--- config.mk ---
export PLATFORM = sky130hd
export DESIGN_NAME = etu_stats_accum_flat
export DESIGN_NICKNAME = d
export VERILOG_FILES = /design/src/rtl/etu_stats_accum_if.sv /design/src/rtl/etu_stats_accum.sv /design/src/flat_wrapper.sv
export SDC_FILE = /design/constraint.sdc
export NUM_CORES = 1
export LEC_CHECK = 0
export ABC_AREA = 1
export CAP_MARGIN = 15
export CORE_ASPECT_RATIO = 1.5
export CORE_MARGIN = 2
export CORE_UTILIZATION = 40
export CTS_CLUSTER_DIAMETER = 50
export DETAILED_ROUTE_END_ITERATION = 12
export SETUP_SLACK_MARGIN = 0.2
export SLEW_MARGIN = 20
export SYNTH_ARGS = -nofsm -noshare
export SYNTH_HDL_FRONTEND = slang
export SYNTH_SLANG_ARGS = --single-unit
--- constraint.sdc ---
create_clock -name clk -period 5.12 [get_ports clk]
set_input_delay 1.536 -clock clk [delete_from_list [all_inputs] [get_ports clk]]
set_output_delay 1.536 -clock clk [all_outputs]
set_load 0.02 [all_outputs]
--- src/rtl/etu_stats_accum_if.sv ---
// Bundle between the per-neuron statistics accumulator and its driver/checker.
// The master side issues neurons and products and answers checkpoints.
interface etu_stats_accum_if #(
  parameter int DATA_W = 16,
  parameter int SQ_W   = 32,
  parameter int N_W    = 8
);
  logic                     start;
  logic [N_W-1:0]           total_len;
  logic [N_W-1:0]           e_step;
  logic                     prod_valid;
  logic signed [DATA_W-1:0] prod;
  logic                     prod_ready;
  logic                     stats_valid;
  logic signed [DATA_W-1:0] cum_val;
  logic [SQ_W-1:0]          cum_sq;
  logic [N_W-1:0]           n;
  logic                     etu_valid;
  logic                     etu_bit;
  logic                     done;
  logic                     early_out;
  logic signed [DATA_W-1:0] result;

  modport slave (
    input  start, total_len, e_step, prod_valid, prod, etu_valid, etu_bit,
    output prod_ready, stats_valid, cum_val, cum_sq, n, done, early_out, result
  );

  modport master (
    output start, total_len, e_step, prod_valid, prod, etu_valid, etu_bit,
    input  prod_ready, stats_valid, cum_val, cum_sq, n, done, early_out, result
  );
endinterface

--- src/rtl/etu_stats_accum.sv ---
// Accumulates sum and sum-of-squares of one neuron's products, pausing every
// e_step products so an external confidence checker can request early termination.
module etu_stats_accum #(
  parameter int DATA_W = 16,
  parameter int SQ_W   = 32,
  parameter int N_W    = 8
) (
  input  logic               clk,
  input  logic               rst_n,
  etu_stats_accum_if.slave   bus_io
);

  localparam int PSQ_W = 2 * DATA_W;
  localparam int ACC_W = ((PSQ_W > SQ_W) ? PSQ_W : SQ_W) + 1;

  typedef enum logic [1:0] {IDLE, ACCUM, CHECK, FIN} state_t;

  function automatic logic signed [DATA_W-1:0] sat_add_val(
    input logic signed [DATA_W-1:0] a,
    input logic signed [DATA_W-1:0] b
  );
    logic signed [DATA_W:0] s;
    s = $signed({a[DATA_W-1], a}) + $signed({b[DATA_W-1], b});
    if (s[DATA_W] != s[DATA_W-1])
      return s[DATA_W] ? {1'b1, {(DATA_W-1){1'b0}}} : {1'b0, {(DATA_W-1){1'b1}}};
    return s[DATA_W-1:0];
  endfunction

  function automatic logic [SQ_W-1:0] sat_add_sq(
    input logic [SQ_W-1:0]  acc,
    input logic [PSQ_W-1:0] p2
  );
    logic [ACC_W-1:0] s;
    s = ACC_W'(acc) + ACC_W'(p2);
    if (s > ACC_W'({SQ_W{1'b1}}))
      return {SQ_W{1'b1}};
    return s[SQ_W-1:0];
  endfunction

  state_t                   state_q;
  logic [N_W-1:0]           len_q, estep_q, step_q, n_q;
  logic signed [DATA_W-1:0] cum_val_q, result_q;
  logic [SQ_W-1:0]          cum_sq_q;
  logic                     prod_ready_q, stats_valid_q, done_q, early_out_q;

  logic signed [PSQ_W-1:0]  prod_ext;
  logic [PSQ_W-1:0]         prod_sq;
  logic signed [DATA_W-1:0] cum_val_d;
  logic [SQ_W-1:0]          cum_sq_d;
  logic [N_W-1:0]           n_d, step_d;
  logic                     accept;

  // Square is taken at full 2*DATA_W width; it is always non-negative.
  always_comb begin
    prod_ext  = PSQ_W'(bus_io.prod);
    prod_sq   = $unsigned(prod_ext * prod_ext);
    cum_val_d = sat_add_val(cum_val_q, bus_io.prod);
    cum_sq_d  = sat_add_sq(cum_sq_q, prod_sq);
    n_d       = n_q + 1'b1;
    step_d    = step_q + 1'b1;
    accept    = bus_io.prod_valid && prod_ready_q;
  end

  always_ff @(posedge clk or negedge rst_n) begin
    if (!rst_n) begin
      state_q       <= IDLE;
      len_q         <= '0;
      estep_q       <= '0;
      step_q        <= '0;
      n_q           <= '0;
      cum_val_q     <= '0;
      cum_sq_q      <= '0;
      result_q      <= '0;
      prod_ready_q  <= 1'b0;
      stats_valid_q <= 1'b0;
      done_q        <= 1'b0;
      early_out_q   <= 1'b0;
    end else begin
      stats_valid_q <= 1'b0;
      done_q        <= 1'b0;
      case (state_q)
        IDLE: begin
          if (bus_io.start) begin
            len_q     <= bus_io.total_len;
            estep_q   <= bus_io.e_step;
            step_q    <= '0;
            n_q       <= '0;
            cum_val_q <= '0;
            cum_sq_q  <= '0;
            if (bus_io.total_len == '0) begin
              state_q     <= FIN;
              done_q      <= 1'b1;
              result_q    <= '0;
              early_out_q <= 1'b0;
            end else begin
              state_q      <= ACCUM;
              prod_ready_q <= 1'b1;
            end
          end
        end
        ACCUM: begin
          if (accept) begin
            cum_val_q <= cum_val_d;
            cum_sq_q  <= cum_sq_d;
            n_q       <= n_d;
            step_q    <= step_d;
            // The final product wins over a coinciding checkpoint.
            if (n_d == len_q) begin
              state_q      <= FIN;
              prod_ready_q <= 1'b0;
              done_q       <= 1'b1;
              result_q     <= cum_val_d;
              early_out_q  <= 1'b0;
            end else if ((estep_q != '0) && (step_d == estep_q)) begin
              state_q       <= CHECK;
              step_q        <= '0;
              prod_ready_q  <= 1'b0;
              stats_valid_q <= 1'b1;
            end
          end
        end
        CHECK: begin
          if (bus_io.etu_valid) begin
            if (bus_io.etu_bit) begin
              state_q     <= FIN;
              done_q      <= 1'b1;
              result_q    <= cum_val_q;
              early_out_q <= 1'b1;
            end else begin
              state_q      <= ACCUM;
              prod_ready_q <= 1'b1;
            end
          end
        end
        FIN: begin
          state_q     <= IDLE;
          early_out_q <= 1'b0;
        end
        default: state_q <= IDLE;
      endcase
    end
  end

  assign bus_io.prod_ready  = prod_ready_q;
  assign bus_io.stats_valid = stats_valid_q;
  assign bus_io.cum_val     = cum_val_q;
  assign bus_io.cum_sq      = cum_sq_q;
  assign bus_io.n           = n_q;
  assign bus_io.done        = done_q;
  assign bus_io.early_out   = early_out_q;
  assign bus_io.result      = result_q;

endmodule

--- src/flat_wrapper.sv ---
// flat-port wrapper written by rule: the top's interface ports become plain ports
module etu_stats_accum_flat 
#(
  parameter int DATA_W = 16,
  parameter int SQ_W   = 32,
  parameter int N_W    = 8
)
  (clk, rst_n, bus_io_start, bus_io_total_len, bus_io_e_step, bus_io_prod_valid, bus_io_prod, bus_io_etu_valid, bus_io_etu_bit, bus_io_prod_ready, bus_io_stats_valid, bus_io_cum_val, bus_io_cum_sq, bus_io_n, bus_io_done, bus_io_early_out, bus_io_result);
  etu_stats_accum_if #(.DATA_W(DATA_W), .SQ_W(SQ_W), .N_W(N_W)) bus_io_i ();
  input  logic clk;
  input  logic rst_n;
  input wire logic [$bits(bus_io_i.start)-1:0] bus_io_start;
  input wire logic [$bits(bus_io_i.total_len)-1:0] bus_io_total_len;
  input wire logic [$bits(bus_io_i.e_step)-1:0] bus_io_e_step;
  input wire logic [$bits(bus_io_i.prod_valid)-1:0] bus_io_prod_valid;
  input wire logic [$bits(bus_io_i.prod)-1:0] bus_io_prod;
  input wire logic [$bits(bus_io_i.etu_valid)-1:0] bus_io_etu_valid;
  input wire logic [$bits(bus_io_i.etu_bit)-1:0] bus_io_etu_bit;
  output wire logic [$bits(bus_io_i.prod_ready)-1:0] bus_io_prod_ready;
  output wire logic [$bits(bus_io_i.stats_valid)-1:0] bus_io_stats_valid;
  output wire logic [$bits(bus_io_i.cum_val)-1:0] bus_io_cum_val;
  output wire logic [$bits(bus_io_i.cum_sq)-1:0] bus_io_cum_sq;
  output wire logic [$bits(bus_io_i.n)-1:0] bus_io_n;
  output wire logic [$bits(bus_io_i.done)-1:0] bus_io_done;
  output wire logic [$bits(bus_io_i.early_out)-1:0] bus_io_early_out;
  output wire logic [$bits(bus_io_i.result)-1:0] bus_io_result;
  assign bus_io_i.start = bus_io_start;
  assign bus_io_i.total_len = bus_io_total_len;
  assign bus_io_i.e_step = bus_io_e_step;
  assign bus_io_i.prod_valid = bus_io_prod_valid;
  assign bus_io_i.prod = bus_io_prod;
  assign bus_io_i.etu_valid = bus_io_etu_valid;
  assign bus_io_i.etu_bit = bus_io_etu_bit;
  assign bus_io_prod_ready = bus_io_i.prod_ready;
  assign bus_io_stats_valid = bus_io_i.stats_valid;
  assign bus_io_cum_val = bus_io_i.cum_val;
  assign bus_io_cum_sq = bus_io_i.cum_sq;
  assign bus_io_n = bus_io_i.n;
  assign bus_io_done = bus_io_i.done;
  assign bus_io_early_out = bus_io_i.early_out;
  assign bus_io_result = bus_io_i.result;
  etu_stats_accum #(.DATA_W(DATA_W), .SQ_W(SQ_W), .N_W(N_W)) u_core (.clk(clk), .rst_n(rst_n), .bus_io(bus_io_i));
endmodule
After elaboration in Yosys (flattened, before gate mapping)
Index checks and enable logic that the tools add are counted.
W data, S select, Z words.
- word-level logic and storage cells: 107
- register bits: 102
- reduce and logical (&&, ||, !) cells: 13
- $mul: 1
- equal/unequal tests: 15
- multiplexer cells: 61
- add/sub/neg operators: 4
- order comparisons: 1
- operator list (kind ; number):
    $mux W16 ; 11
    $mux W32 ; 4
    $pmux W32 S2 ; 1
    $pmux W16 S3 ; 1
    $mux W8 ; 5
    $add A32 B32 Y33 ; 1
    $gt A33 B32 Y1 const B ; 1
    $mul A16 B16 Y32 ; 1
    $pmux W16 S2 ; 1
    $pmux W8 S2 ; 2
    $mux W1 ; 25
    $add A16 B16 Y17 ; 1
    $add A8 B1 Y8 const B ; 2
    $eq A8 B8 Y1 ; 2
    $mux W2 ; 7
    $reduce_and A7 Y1 ; 2
    $ne A2 B2 Y1 const B ; 5
    $logic_not A8 Y1 ; 1
    $pmux W2 S4 ; 1
    $reduce_bool A8 Y1 ; 1
    $ne A2 B1 Y1 const B ; 3
    $pmux W1 S3 ; 2
    $reduce_and A6 Y1 ; 1
    $eq A2 B2 Y1 const B ; 2
    other kinds (11) ; 12

Longest topological paths before layout
Gate-level depths: netlist (run 1).
- word-level depth: 7
- gate-level depth with buffers: 39
- gate-level depth less buffers: 37

Worst setup path before layout (run 1)
Ideal clock, no wire load.
- kind: input-to-reg
- from: input bus_io_prod[4]
- to: register u_core.cum_sq_q[12], in the netlist u_core.bus_io.cum_sq[12]
- cell stages on the path: 33
- arrival time: 8.089 ns
- required time: 4.997 ns
- slack: -3.092 ns
- setup time: 0.123 ns
- cell sequence: clkbuf_1 clkbuf_1 nand2_1 fa_1 inv_1 fa_1 fa_1 fa_1 fa_1 inv_1 fa_1 inv_1 ha_1 a21oi_1 o21ai_0 a21oi_1 nand3_1 a21o_1 nand2_1 nand2_1 nand2_1 nand2_1 ha_1 a21oi_1 o21ai_0 nand2_1 nand3_1 nor2_1 nand2_1 buf_4 buf_4 o21ai_0 nand2_1
- longest elaborated chain between the ends: 7
- ends and longest elaborated chain (element ; line ; source):
    start: declaration ; flat_wrapper.sv:16 ; input wire logic [$bits(bus_io_i.prod)-1:0] bus_io_prod;
    $mul A16 B16 Y32 (*) ; etu_stats_accum.sv:56 ; prod_sq = $unsigned(prod_ext * prod_ext);
    $add A32 B32 Y33 (*) ; etu_stats_accum.sv:34 ; s = ACC_W'(acc) + ACC_W'(p2);
    $gt A33 B32 Y1 ; etu_stats_accum.sv:35 ; if (s > ACC_W'({SQ_W{1'b1}}))
    $mux W1 ; etu_stats_accum.sv:35 ;
    $mux W32 (*) ; etu_stats_accum.sv:37 ; return s[SQ_W-1:0];
    $mux W32 (*) ; etu_stats_accum.sv:102 ; if (accept) begin
    $pmux W32 S2 (*) ; etu_stats_accum.sv:81 ; case (state_q)
    end signal: assignment ; etu_stats_accum.sv:104 ; cum_sq_q <= cum_sq_d;
    end: declaration ; etu_stats_accum.sv:43 ; logic [SQ_W-1:0] cum_sq_q;
Every way passes the cells marked *; elsewhere a longest branch is shown, timed or not. The select of a mux whose other input is x is not followed.
A chain may end at the register's enable or synchronous reset.

Worst setup path after layout (run 1)
- from: input bus_io_prod[4]
- to: register u_core.cum_sq_q[4], in the netlist u_core.bus_io.cum_sq[4]
The elaborated chain is that of the path after synthesis.

==> flow_summary.yaml, run 1 <==
detailed_routing:
  wl_per_cell_microns: 16.1
  drt-pass1-iter-count: 7
  totalWireLength_microns: 54100
  drc: 0
  drtIter0Drc: 703
  ant_nets: 0
  vias: 16456
  viasPerCell: 4.91
final_layout:
  num-fill-cells: 3801
  drive_above_1_share_pct: 33.0
  syn2layout_area_growth_pct: 45.3
  diodes: 0
  num-nets-final: 3199
  postLayoutCoreUtil_pct: 59.1
grt:
  grt_pass1_vias: 17723
  use_met2_pct: 47.2
  grtUsageMet3_pct: 2.28
  grt_max_degree: 45
  grt-ovfl-total: 0
  grt_pass1_wl_microns: 89700
  busiest_layer: "met2"
  use_met1_pct: 28.8
  antenna_found_initial: 0
  track_usage_pct: 25.0
clocking:
  cts.htree.levels: 3
  cts.sinks: 102
  root_buffer: "clkbuf_16"
  ctsHoldBuffers: 0
  cts.path.max_buffers: 2
  cts_tree: "yes"
  cts_made_buffers: 9
  clock_latency_ns: 0.37
  clk_pin_slew_ns: 0.08
setup_path:
  critPathBufInv: 12
  cpPeakStageDelay_ns: 0.55
  crit_type: "in2reg"
  r2r_start: "u_core.state_q[1]"
  cp_common_cell: "inv_2"
  required_ns: 5.36
  crit_arrival_ns: 8.12
  cp-start-kind: "input port"
  critical_path.top_delay_family: "adder cells"
  cp_max_fo: 5
  worstSetupEndpointType: "flip-flop"
  crit_slowest_cell: "fa_2"
  crit_start: "bus_io_prod[4]"
timing:
  grt_setup_unrepaired: "true"
  finalClockSkew_ns: 0.0144
  whs_ns: 0.490
  finalHoldViolCount: 0
  setup_ws_ns: -2.76
  finalSetupViolCount: 32
  drv_slew: 0
  slew_headroom_pct: 39.6
  post-route-period-util_pct: 154
  fin_crit_ns: 7.88
  tightest_slew_ns: 0.904
  fmax_mhz: 127
place:
  io_buffers: 113
  gp_congestion: 0.932
  dp_worst_setup_slack_ns: -3.70
  dp_hpwl_microns: 43200
floorplanning:
  die_y_microns: 257
  die_x_microns: 173
  io_pins: 114
  start_util_pct: 40.7
  dieArea_sq_um: 44500
  coreArea_sq_um: 42100
  num_rows: 92
logic_synthesis:
  ys_ff_latch: 102
  yosysUniqueCellTypes: 49
  syn_area_per_cell_sq_um: 7.48
  ys.flop_type: "dfrtp_1"
  syn_nets: 2706
  yosysWarnings: 0
  yosysSeqAreaShare_pct: 14.9
  synth-edff-count: 0
  synthArstFlopShare_pct: 100
  synth_area_sq_um: 17100
  syn_inst: 2291
status:
  outcome: "finished with violations"
  violations: "negative setup slack"
min_path:
  holdCritStartpoint: "u_core.bus_io.result[10]"
  min_path_type: "reg2reg"
flow_run:
  cap_viol_max_count: 0
==> flip-flops by register name, summed over array words and instances (netlist names) <==
signal,flops
u_core.bus_io.cum_sq,32
u_core.bus_io.cum_val,16
u_core.bus_io.done,1
u_core.bus_io.early_out,1
u_core.bus_io.n,8
u_core.bus_io.prod_ready,1
u_core.bus_io.result,16
u_core.bus_io.stats_valid,1
u_core.estep_q,8
u_core.len_q,8
u_core.state_q,2
u_core.step_q,8
==> what timing repair did <==
action	CTS	global route
buffers inserted	89	10
cloned	4	1
pin swaps	223	90
resized for setup	520	106
setup endpoints to repair	32	32
==> final timing paths <==
| check | endpoint | slack [ns] | cells past startpoint |
|---|---|---|---|
| setup reg to reg | u_core.bus_io.n[3] | 2.04 | 9 |
| min in group asynchronous | u_core.bus_io.cum_sq[23] | 1.17 | 1 |
| max in group asynchronous | u_core.bus_io.result[7] | 3.02 | 2 |
| hold / removal | u_core.bus_io.result[10] | 0.49 | 2 |
| hold reg to reg | u_core.bus_io.result[10] | 0.49 | 2 |
| setup / recovery | u_core.bus_io.cum_sq[4] | -2.76 | 35 |
==> area by class of cell <==
cell class	count	area (sq um)	area share, %
multi-input combinational	1625	14600	58.5
inverter	504	1910	7.69
tap	564	706	2.84
clock buffer	9	225	0.905
timing repair buffer	542	4860	19.5
sequential	102	2550	10.3
clock inverter	7	72.6	0.292
==> stage by stage <==
step | instances | setup TNS [ns] | instance area, sq um
global placement | 3233 | -116.50 | 21600
global route | 3353 | -91.90 | 24900
floorplan | 2291 | -77.13 | 17800
detailed placement | 3233 | -115.90 | 21600
CTS | 3342 | -82.94 | 24400
finish | 3353 | -85.61 | 24900
==> Yosys cell counts, types with 7 or more instances <==
cell type	number	area (sq um)
o21bai_1	7	52.6
o21ai_1	14	70.1
mux2_2	7	78.8
nand3_1	105	526
a21o_1	7	52.6
xor2_1	43	377
o21ai_0	76	380
fa_1	240	4800
dfrtp_1	102	2550
ha_1	137	1710
nand4_1	20	125
buf_4	7	52.6
a21oi_1	103	515
clkbuf_1	51	191
nor3_1	14	70.1
nand2_2	9	56.3
xnor2_1	26	228
nor2_1	125	469
inv_1	502	1880
nand3b_1	10	75.1
nand2_1	627	2350
or2_2	8	50.1
==> cell families after synthesis <==
group	share of synthesized area (%)
buffers and inverters	12.6
and+or+nand+nor	22.9
AOI/OAI and AO/OA	7.38
muxes	0.460
DFF	14.9
adders and majority gates	38.1
xor gates and xnor gates	3.80
==> layout by cell type (no fill, tap or decap), types with 22 or more instances in the layout <==
cell,Yosys,final
a21oi_1,103,52
a21oi_2,1,28
a21oi_4,1,25
buf_4,7,352
buf_6,1,54
clkdlybuf4s50_1,0,96
dfrtp_1,102,102
fa_1,240,213
fa_2,0,27
ha_1,137,98
ha_4,0,37
inv_1,502,431
inv_2,1,63
nand2_1,627,525
nand2_2,9,67
nand2_4,2,45
nand3_1,105,78
nand3_2,3,30
nor2_1,125,89
nor2_2,2,22
o21ai_0,76,24
o21ai_1,14,33
o21ai_2,1,31
xnor2_1,26,23
xor2_1,43,36
==> metal layers <==
metal / vias to the layer above / wire, microns
li1: 7939 / -
met1: 8070 / 21200
met2: 328 / 28900
met3: 119 / 1590
met4: 0 / 2340
met5: - / 0
==> worst min-delay path, stage by stage (launching register included) <==
cell	delay, ns
dfrtp_1	0.35
nand2_1	0.05
nand2_1	0.06
Power of run 1 is not shown: default switching activity piles up to over one toggle a cycle in this logic, so the estimate is an artifact.
==> inputs of run 2 (changes only) <==
CTS_CLUSTER_SIZE = 24   (was unset)
GPL_TIMING_DRIVEN = 0   (was unset)
SLEW_MARGIN = unset   (was 20)
==> run 2 against run 1 <==
  * The flow still finishes with violations (negative setup slack)
  * Setup slack got worse by 0.15 ns
  * Via count fell by 6.1%
  * Core utilization fell by 6.2 points
  * Sequential cell count did not move
  * Sequential share of layout area is 1.2 points higher
  * Wire length up 1.1%
  * Critical path type unchanged
==> flow_summary.yaml, run 2 (same netlist as run 1, synthesis figures left out) <==
clocking:
  clock_latency_ns: 0.37
  cts.sinks: 102
  cts.path.max_buffers: 2
  clk_pin_slew_ns: 0.09
  cts_made_buffers: 9
  cts.htree.levels: 3
  root_buffer: "clkbuf_16"
  cts_tree: "yes"
timing:
  finalSetupViolCount: 32
  fmax_mhz: 125
  setup_ws_ns: -2.91
  drv_slew: 0
  post-route-period-util_pct: 157
  slew_headroom_pct: 36.5
  grt_setup_unrepaired: "true"
  finalHoldViolCount: 0
  fin_crit_ns: 8.03
  finalClockSkew_ns: 0.0145
  tightest_slew_ns: 0.942
status:
  outcome: "finished with violations"
  violations: "negative setup slack"
min_path:
  min_path_type: "reg2reg"
setup_path:
  cp-start-kind: "input port"
  crit_slowest_cell: "fa_2"
  cp_max_fo: 7
  cpPeakStageDelay_ns: 0.61
  crit_type: "in2reg"
  critPathBufInv: 10
  critical_path.top_delay_family: "adder cells"
  required_ns: 5.39
  crit_arrival_ns: 8.29
  worstSetupEndpointType: "flip-flop"
final_layout:
  mostFrequentLayoutCell: "nand2_1"
  layout_common_cells: "556 x nand2_1, 463 x inv_1, 213 x fa_1"
  num-nets-final: 2942
  num-fill-cells: 4122
  largest_reg_flops: 32
  syn2layout_area_growth_pct: 30.0
  drive_above_1_share_pct: 21.2
  fin_area_sq_um: 22300
  diodes: 0
flow_run:
  cap_viol_max_count: 0
floorplanning:
  dieArea_sq_um: 44500
  io_pins: 114
  die_y_microns: 257
  start_util_pct: 40.7
  coreArea_sq_um: 42100
  die_x_microns: 173
  num_rows: 92
place:
  post_dp_cell_area_sq_um: 19600
  gp_congestion: 0.954
  io_buffers: 113
  dp_hpwl_microns: 44100
grt:
  antenna_found_initial: 0
  use_met2_pct: 46.9
  grt-ovfl-total: 0
  grt_pass1_vias: 16855
  grt_max_degree: 58
  track_usage_pct: 25.1
  use_met1_pct: 28.3
  grtUsageMet3_pct: 1.85
  grt_pass1_wl_microns: 87900
  busiest_layer: "met2"
detailed_routing:
  ant_nets: 0
  wl_per_cell_microns: 17.7
  drtIter0Drc: 814
  viasPerCell: 4.99
  totalWireLength_microns: 54700
  drc: 0
  vias: 15460
  drt-pass1-iter-count: 6
## run 2: cell types whose count changed in the layout (fill, tap and decap cells not counted), moves of 13 or more
cell	previous run	this run
buf_4	352	104
buf_6	54	13
inv_1	431	463
nand2_1	525	556
nand2_4	45	17
inv_2	63	36
clkbuf_1	0	19
nand3_2	30	16
a21oi_4	25	12
clkbuf_8	0	13
## run 2: final cells by class
cell class                      instances  area, sq um  share of cell area, %
Timing Repair Buffer                  225         2100                   9.45
Multi-Input combinational cell       1625        14000                   62.6
Inverter                              504         1900                   8.55
Buffer                                 60          741                   3.32
Clock inverter                          7         91.3                  0.410
Sequential cell                       102         2550                   11.5
Tap cell                              564          706                   3.17
Clock buffer                            9          225                   1.01
## run 2: path summary, 6_finish.rpt
kind	from	end	slack, ns	cells past startpoint
worst max-delay path	bus_io_prod[1]	u_core.bus_io.cum_sq[1]	-2.91	37
worst min-delay path	u_core.bus_io.result[10]	u_core.bus_io.result[10]	0.49	2
worst max register to register	u_core.bus_io.cum_val[0]	u_core.bus_io.result[7]	2.38	17
worst min register to register	u_core.bus_io.result[10]	u_core.bus_io.result[10]	0.49	2
max in group asynchronous	rst_n	u_core.bus_io.cum_val[14]	3.20	2
min in group asynchronous	rst_n	u_core.bus_io.cum_sq[30]	1.19	1
## run 2: metrics by stage
| step | instances | hold WS [ns] | utilization [%] | setup slack (ns) | TNS [ns] |
|---|---|---|---|---|---|
| global placement | 2968 | 0.465 | 46.5 | -4.63 | -318.88 |
| detailed placement | 2969 | 0.467 | 46.6 | -4.56 | -142.21 |
| floorplan | 2291 | 0.475 | - | -2.46 | -77.13 |
| finish | 3096 | 0.487 | 52.9 | -2.91 | -91.79 |
| global route | 3096 | 0.511 | 52.9 | -3.15 | -99.29 |
| CTS | 3081 | 0.489 | 51.7 | -2.84 | -89.18 |
## run 2: timing repair
action,CTS,global route
setup endpoints to repair,32,32
resized for setup,351,110
cloned,3,1
buffers inserted,93,14
pin swaps,122,112
hold buffers,0,0
## run 2: worst register-to-register path: stages, from the launching register on
cell	delay [ns]
dfrtp_1	0.42
ha_1	0.25
fa_1	0.44
nand3_1	0.10
nand2_1	0.09
nand2_1	0.08
nand2_2	0.10
nand2_1	0.10
nand2_1	0.07
nand2_1	0.06
nand2_1	0.16
nand2_2	0.19
buf_4	0.19
nand3_1	0.09
nand2_1	0.10
nand2_1	0.07
nand2_1	0.06
nand2_1	0.05
## run 2: routing by layer
metal  vias up  wire, microns  share of wire (%)
met5         -              0                  0
met4         0           3160                5.8
met3       140           1550                2.8
met2       379          29000                 53
met1      7514          21000                 38
li1       7427              -                  -
Power of run 2 is left out for the same reason.
==> inputs of run 3 (changes only) <==
CORE_UTILIZATION = 55   (was 40)
PLACE_DENSITY = 0.75   (was unset)
==> run 3 against run 2 <==
  * The flow still finishes with violations (negative setup slack)
  * First-iteration DRC count rose by 6.6%
  * Count of clock-buffer cells in the layout did not move
  * Core utilization rose by 18 points
  * Final cell count fell by 4.7%
  * Hold slack got worse by 0.0019 ns
  * Fmax fell by 1.0%
  * Sequential cell count did not move
  * Critical path type unchanged
  * Critical endpoint is now u_core.bus_io.cum_sq[25]
  * Largest cell class unchanged
==> flow_summary.yaml, run 3 (same netlist as run 1, synthesis figures left out) <==
status:
  outcome: "finished with violations"
  violations: "negative setup slack"
place:
  io_buffers: 113
  dp_hpwl_microns: 41400
  gp_congestion: 0.973
floorplanning:
  num_rows: 79
  dieArea_sq_um: 32600
  die_x_microns: 148
  start_util_pct: 55.6
  coreArea_sq_um: 30800
  io_pins: 114
  die_y_microns: 220
detailed_routing:
  wl_met3_microns: 2530
  totalWireLength_microns: 53300
  met1Wirelength_microns: 19100
  wl_met2_microns: 27800
  ant_nets: 0
  viasPerCell: 5.42
  drt-pass1-iter-count: 6
  drtIter0Drc: 868
  wl_per_cell_microns: 18.1
  vias: 15975
  drc: 0
  top_layer: "met4"
setup_path:
  r2r_start: "u_core.bus_io.cum_val[0]"
  r2r_end: "u_core.bus_io.result[9]"
  worstRegToRegCells: 17
  cpPeakStageDelay_ns: 0.58
  crit_slowest_cell: "fa_1"
  required_ns: 5.39
  crit_type: "in2reg"
  r2r_setup_slack_ns: 2.43
  cp_max_fo: 5
  cp_common_cell: "fa_1"
  crit_arrival_ns: 8.38
  worstSetupEndpointType: "flip-flop"
  cp-start-kind: "input port"
timing:
  whs_ns: 0.485
  drv_slew: 0
  finalHoldViolCount: 0
  fin_crit_ns: 8.11
  finalClockSkew_ns: 0.0123
  finalSetupViolCount: 32
  setup_ws_ns: -2.99
  post-route-period-util_pct: 158
  fmax_mhz: 123
  tightest_slew_ns: 0.784
  grt_setup_unrepaired: "true"
  slew_headroom_pct: 47.8
final_layout:
  syn2layout_area_growth_pct: 28.1
  mostFrequentLayoutCell: "nand2_1"
  num-nets-final: 2955
  diodes: 0
  num-fill-cells: 2492
  postLayoutCoreUtil_pct: 71.2
  layout_common_cells: "572 x nand2_1, 467 x inv_1, 214 x fa_1"
  largest_reg_flops: 32
  drive_above_1_share_pct: 19.9
min_path:
  hold_path_depth: 2
  min_path_type: "reg2reg"
  hold_path_end: "u_core.bus_io.result[9]"
  holdCritStartpoint: "u_core.bus_io.result[9]"
clocking:
  clk_pin_slew_ns: 0.08
  cts.sinks: 102
  root_buffer: "clkbuf_16"
  cts_made_buffers: 9
  cts_tree: "yes"
  clock_latency_ns: 0.38
  cts.htree.levels: 3
  cts.path.max_buffers: 2
grt:
  grt_max_degree: 72
  grt_pass1_wl_microns: 86100
  grt-ovfl-total: 0
  antenna_found_initial: 0
  grt_pass1_vias: 17095
  track_usage_pct: 33.9
flow_run:
  cap_viol_max_count: 0
[run 3: changes by cell type in the layout (fill, tap and decap cells not counted), moves of 6 or more]
cell	change
nand2_1	+16
nand2_2	-12
buf_4	+10
o21ai_0	+7
inv_2	-6
nor2_1	+6
[run 3: layer usage]
layer  up-vias  track usage, %
li1       7450               -
met1      7785            37.0
met2       528            61.9
met3       212            4.14
met4         0            22.2
met5         -               0
[run 3: through the flow]
stage               cells  setup TNS, ns  setup slack [ns]  instance area [sq um]
floorplan            2291         -77.13             -2.46                  17800
global placement     2809        -285.20             -4.42                  19400
detailed placement   2810        -137.81             -4.40                  19400
CTS                  2937         -89.48             -2.85                  21700
global route         2950        -101.40             -3.22                  22000
finish               2950         -92.89             -2.99                  22000
[run 3: critical path: cells and delay by family]
kind / cells / cell delay, ns
AO/OA/AOI/OAI: 5 / 0.80
XOR/XNOR: 1 / 0.28
adder cells (fa/ha/maj): 8 / 3.80
buffers and inverters: 7 / 0.81
AND/OR/NAND/NOR: 11 / 1.13
[run 3: area by class of cell]
class                   instances  area, sq um  area share, %
plain buffers                  60          722           3.29
clock buffers                   9          225           1.03
clock inverters                 7         92.6          0.422
inverters                     504         1910           8.69
multi-input cells            1625        13700           62.4
flip-flops and latches        102         2550           11.6
well taps                     405          507           2.31
repair buffers                238         2250           10.2
[run 3: worst max path at each step]
stage          cells past startpoint             from                        to  slack [ns]
2_1_floorplan                     33   bus_io_prod[1]  u_core.bus_io.cum_sq[14]       -2.46
3_3_place_gp                      30  bus_io_prod[12]  u_core.bus_io.cum_sq[22]       -4.42
3_5_place_dp                      30  bus_io_prod[12]  u_core.bus_io.cum_sq[22]       -4.40
4_1_cts                           39   bus_io_prod[1]  u_core.bus_io.cum_sq[22]       -2.85
5_1_grt                           34   bus_io_prod[4]  u_core.bus_io.cum_sq[30]       -3.22
6_report                          32   bus_io_prod[7]  u_core.bus_io.cum_sq[25]       -2.99
[run 3: what timing repair did]
action,4_1_cts,5_1_grt
buffers inserted,107,13
gates cloned,4,0
resized for setup,335,43
setup endpoints to repair,32,32
pin swaps,150,82
hold buffers,0,0
Power of run 3 is left out for the same reason.
